$ cat src/rtl/edge_irq_scheduler.sv
// Edge-capture and interrupt scheduler for the debounced GPIO inputs.
// Captures per-line edges, serves the CPU register window (CAPTURE/MASK/MODE/STATUS)
// and hands one pending, unmasked source at a time to the CPU, round-robin.
module edge_irq_scheduler #(
    parameter int NUM_INPUTS = 12,
    parameter int ID_W       = $clog2(NUM_INPUTS)
) (
    input  logic                  clk,
    input  logic                  rst_n,
    input  logic                  enable,
    input  logic [NUM_INPUTS-1:0] noise_canc,
    input  logic                  we,
    input  logic                  re,
    input  logic [1:0]            register_addr,
    input  logic [NUM_INPUTS-1:0] wr_data,
    output logic [NUM_INPUTS-1:0] rd_data,
    output logic                  rd_valid,
    output logic                  irq,
    output logic [ID_W-1:0]       irq_id,
    input  logic                  irq_ack,
    output logic                  done
);

    typedef enum logic [1:0] {
        IDLE     = 2'd0,
        SERVE    = 2'd1,
        WAIT_CLR = 2'd2
    } state_t;

    localparam logic [1:0] A_CAPTURE = 2'd0;
    localparam logic [1:0] A_MASK    = 2'd1;
    localparam logic [1:0] A_MODE    = 2'd2;
    localparam logic [1:0] A_STATUS  = 2'd3;

    logic [NUM_INPUTS-1:0] prev;
    logic [NUM_INPUTS-1:0] capture;
    logic [NUM_INPUTS-1:0] mask;
    logic [NUM_INPUTS-1:0] mode;
    logic [NUM_INPUTS-1:0] evt;
    logic [NUM_INPUTS-1:0] clr;
    logic [NUM_INPUTS-1:0] pending;
    logic [NUM_INPUTS-1:0] status;
    logic [NUM_INPUTS-1:0] rd_mux;
    logic [ID_W-1:0]       last_id;
    logic [ID_W:0]         pick;

    state_t                state, state_nx;
    logic                  irq_nx;
    logic [ID_W-1:0]       irq_id_nx;
    logic [ID_W-1:0]       last_id_nx;

    // Per-line edge event; MODE selects falling over rising, and a frozen block sees no edges.
    for (genvar i = 0; i < NUM_INPUTS; i++) begin : g_lane
        assign evt[i] = enable & (mode[i] ? (prev[i] & ~noise_canc[i])
                                          : (noise_canc[i] & ~prev[i]));
    end

    assign clr     = (we && register_addr == A_CAPTURE) ? wr_data : '0;
    assign pending = capture & mask;
    assign status  = NUM_INPUTS'({irq_id, state});

    // First requesting line strictly after 'last', wrapping; MSB of the result flags a hit.
    // The scan runs from farthest to nearest so the nearest hit is the one left standing.
    function automatic logic [ID_W:0] rr_pick(input logic [NUM_INPUTS-1:0] req,
                                              input logic [ID_W-1:0]       last);
        logic [ID_W:0]   res;
        logic [ID_W-1:0] sel;
        int              idx;
        res = '0;
        for (int k = NUM_INPUTS; k >= 1; k--) begin
            idx = int'(last) + k;
            if (idx >= NUM_INPUTS) idx -= NUM_INPUTS;
            sel = ID_W'(idx);
            if (req[sel]) res = {1'b1, sel};
        end
        return res;
    endfunction

    assign pick = rr_pick(pending, last_id);

    // Edge history and capture; a new edge wins over a same-cycle W1C of that bit.
    always_ff @(posedge clk) begin
        if (!rst_n) begin
            prev    <= '0;
            capture <= '0;
        end else begin
            if (enable) prev <= noise_canc;
            capture <= (capture & ~clr) | evt;
        end
    end

    // Plain RW configuration registers; writes ignore enable.
    always_ff @(posedge clk) begin
        if (!rst_n) begin
            mask <= '0;
            mode <= '0;
        end else if (we) begin
            if (register_addr == A_MASK) mask <= wr_data;
            if (register_addr == A_MODE) mode <= wr_data;
        end
    end

    // Read mux sees the registers before any same-cycle write lands.
    always_comb begin
        rd_mux = '0;
        case (register_addr)
            A_CAPTURE: rd_mux = capture;
            A_MASK:    rd_mux = mask;
            A_MODE:    rd_mux = mode;
            A_STATUS:  rd_mux = status;
            default:   rd_mux = '0;
        endcase
    end

    // Registered read port and W1C completion pulse.
    always_ff @(posedge clk) begin
        if (!rst_n) begin
            rd_data  <= '0;
            rd_valid <= 1'b0;
            done     <= 1'b0;
        end else begin
            rd_valid <= re;
            if (re) rd_data <= rd_mux;
            done     <= we && (register_addr == A_CAPTURE);
        end
    end

    // Scheduler state register.
    always_ff @(posedge clk) begin
        if (!rst_n) begin
            state   <= IDLE;
            irq     <= 1'b0;
            irq_id  <= '0;
            last_id <= '0;
        end else begin
            state   <= state_nx;
            irq     <= irq_nx;
            irq_id  <= irq_id_nx;
            last_id <= last_id_nx;
        end
    end

    // Scheduler next state: pick, serve until ack (or mask withdrawal), then wait for the clear.
    always_comb begin
        state_nx   = state;
        irq_nx     = irq;
        irq_id_nx  = irq_id;
        last_id_nx = last_id;
        if (enable) begin
            case (state)
                IDLE: begin
                    if (pick[ID_W]) begin
                        irq_id_nx = pick[ID_W-1:0];
                        irq_nx    = 1'b1;
                        state_nx  = SERVE;
                    end
                end
                SERVE: begin
                    // Withdrawal takes precedence over a coincident ack.
                    if (!mask[irq_id]) begin
                        irq_nx   = 1'b0;
                        state_nx = IDLE;
                    end else if (irq_ack) begin
                        irq_nx   = 1'b0;
                        state_nx = WAIT_CLR;
                    end
                end
                WAIT_CLR: begin
                    if (!capture[irq_id] || !mask[irq_id]) begin
                        last_id_nx = irq_id;
                        state_nx   = IDLE;
                    end
                end
                default: begin
                    irq_nx   = 1'b0;
                    state_nx = IDLE;
                end
            endcase
        end
    end

endmodule
$ cat config.mk
export PLATFORM = sky130hd
export DESIGN_NAME = edge_irq_scheduler
export DESIGN_NICKNAME = d
export VERILOG_FILES = /design/src/rtl/edge_irq_scheduler.sv
export SDC_FILE = /design/constraint.sdc
export NUM_CORES = 1
export LEC_CHECK = 0
export CAP_MARGIN = 20
export CORE_MARGIN = 2
export CORE_UTILIZATION = 25
export CTS_CLUSTER_SIZE = 28
export DETAILED_ROUTE_END_ITERATION = 10
export HOLD_SLACK_MARGIN = 0.12
export SYNTH_ARGS = -nofsm -noshare
export SYNTH_HDL_FRONTEND = slang
export SYNTH_SLANG_ARGS = --single-unit
export TNS_END_PERCENT = 10
$ cat constraint.sdc
create_clock -name clk -period 12.3 [get_ports clk]
set_input_delay 2.46 -clock clk [delete_from_list [all_inputs] [get_ports clk]]
set_output_delay 2.46 -clock clk [all_outputs]
set_load 0.01 [all_outputs]
==> flow_metrics.tcl <==
set metrics [dict create \
    tightest_slew_ps 884 \
    cts.repair.resized 0 \
    cts_max_path_buffers 2 \
    gr-usage-all-layers 0.145 \
    routedWlPerCell_um 16.4 \
    path_max_fanout 19 \
    fp-row-count 56 \
    drv_cap 0 \
    seq_area_frac_synth 0.245 \
    grt_max_degree 70 \
    grt_pass1_wl_um 28900 \
    wl_met2_um 8320 \
    synth.distinct_cells 87 \
    synth_nets 798 \
    num_vias 5673 \
    irDropWorstVdd_v 0.0000739 \
    ant_nets 0 \
    ys_ff_latch 73 \
    grt.overflow.total 0 \
    via_per_inst 5.19 \
    layout_min_cycle_time_ps 4540 \
    htree_levels 3 \
    yosysMostFrequentCell "nor2_1" \
    avgSynthCellArea_um2 8.04 \
    synth-edff-count 0 \
    die_y_um 159 \
    drive_gt1_frac 0.105 \
    met3_length_um 776 \
    syn_inst 743 \
    skew_ps 10.7 \
    layout_setup_ws_ps 7760 \
    critPathRequiredTime_ps 12540 \
    powerDensity_nw_per_um2 83.5 \
    die-area_um2 25100 \
    grt_setup_unrepaired "false" \
    synth_warnings 0 \
    antenna_cells 0 \
    numCtsBuffers 9 \
    final_net_count 824 \
    slew_headroom 0.396 \
    syn2layout_area_growth_pct 17.5 \
    status "complete, no violations" \
    wl_um 18000 \
    end_kind "flop" \
    root_buffer "clkbuf_16" \
    synth_ff_type "dfxtp_1" \
    drc_errors 0 \
    synthTopCellsByArea "dfxtp_1 24%, mux4_2 9.1%, mux2i_1 8.0%" \
    critPathLaunchType "flop" \
    insertion_delay_ps 340 \
    report.final.setup_viol 0 \
    tritoncts "built" \
    arrival_ps 4780 \
    port_buffers 50 \
    initial_utilization 0.254 \
    holdBufCountCts 0 \
    antenna_found_initial 0 \
    hold_violations 0 \
    clock.fmax_mhz 220 \
    synth_top_area_frac 0.245 \
    die_width_um 159 \
    dpl_worst_slack_ps 7480 \
    io_pins 51 \
    synthTopCellsByCount "100 x nor2_1, 99 x nand2_1, 73 x dfxtp_1" \
    crit_type "flop to flop" \
    p_leak_nw 2.59 \
    path_clk_slew_ps 70 \
    first_iter_violations 365 \
    async_flop_share 0 \
    clock_sinks 73 \
    drtPass1Iterations 5 \
    tns_ps 0 \
    min_period_over_period 0.369 \
    top_layer "met4" \
    place_hpwl_um 13500 \
    postCtsSetupBuffers 0 \
    wl_met1_um 8640 \
    min_path_type "flop to flop" \
    slew_viol_final 0 \
    syn-cell-area_um2 5970 \
    grt_pass1_vias 5247 \
    core_um2 23500 \
    routabilityCongestion 0.934 \
    synth_top_area_cell "dfxtp_1" \
]
critical path: stages (launching register included):
cell,delay (ps)
dfxtp_1,890
inv_1,270
xnor2_1,430
inv_1,150
ha_1,240
a221oi_1,630
nor3_1,90
a31oi_1,270
nor2_1,110
nor3_1,400
nand4_2,190
o31ai_4,410
nor2_1,100
a221oi_1,260
placed cells by master (no fill, tap or decap), drive strengths merged, types with 5 or more instances in the layout:
cell             n
a211oi          11
dfxtp           73
inv             21
o21ai           40
nand2           99
or2              5
mux2i           48
xnor2            8
nand3           17
clkdlybuf4s50   50
nor2           101
nand4            8
nand3b           7
a21oi           53
a31oi            6
ha              23
nor4             5
nand2b           7
mux4            24
or3              5
a22oi           12
mux2             7
buf              6
nor3b            6
clkbuf           9
and2            17
nor3            19
where the power goes:
| group | leakage (nW) | switching (mW) | internal, mW |
|---|---|---|---|
| Combinational | 1.85 | 0.0356 | 0.0359 |
| Clock | 0.135 | 0.113 | 0.140 |
| Sequential | 0.597 | 0.0137 | 0.247 |
per-stage QoR:
stage                     hold WS (ps)  total power [mW]  instances   util  instance area, µm²
after global routing               507             0.609       1093  0.299                7010
after CTS                          495             0.591       1093  0.299                7010
after floorplan                    455             0.304        743      -                5970
after detailed placement           482             0.337       1077  0.287                6730
after global placement             475             0.336       1077  0.287                6730
final                              494             0.586       1093  0.299                7010
sequential cells by signal, indices dropped and copies added, names as in the netlist, 2 cells and up:
| signal | cells |
|---|---|
| capture | 12 |
| mask | 12 |
| mode | 12 |
| prev | 12 |
| rd_data | 12 |
| irq_id | 4 |
| last_id | 4 |
| state | 2 |
worst paths after layout:
path	endpoint	start	slack (ps)	cells past startpoint
worst max-delay path	irq_id[2]	last_id[3]	7760	13
worst min-delay path	rd_data[9]	rd_data[9]	490	2
worst max register to register	irq_id[2]	last_id[3]	7760	13
worst min register to register	rd_data[9]	rd_data[9]	490	2
layer usage:
metal  up-vias  track usage
met5         -            0
met4         0       0.0339
met3        20       0.0196
met2       171        0.233
met1      2691        0.205
li1       2791            -
cell families after synthesis:
kind of cell | count (synthesis) | share of synthesized area
fa+ha+maj | 23 | 0.0482
flops | 73 | 0.245
xor+xnor | 11 | 0.0199
compound gates | 176 | 0.197
mux | 79 | 0.184
buf+inv | 59 | 0.0432
simple gates | 322 | 0.263
final cells by class:
class | count | area (µm²)
sequential | 73 | 1460
inverter | 18 | 70.1
clock inverter | 7 | 61.3
tap | 319 | 399
multi-input combinational | 611 | 4250
fill | 2521 | 16500
clock buffer | 9 | 225
timing repair buffer | 56 | 546
Power figures use the tool's default switching activity.
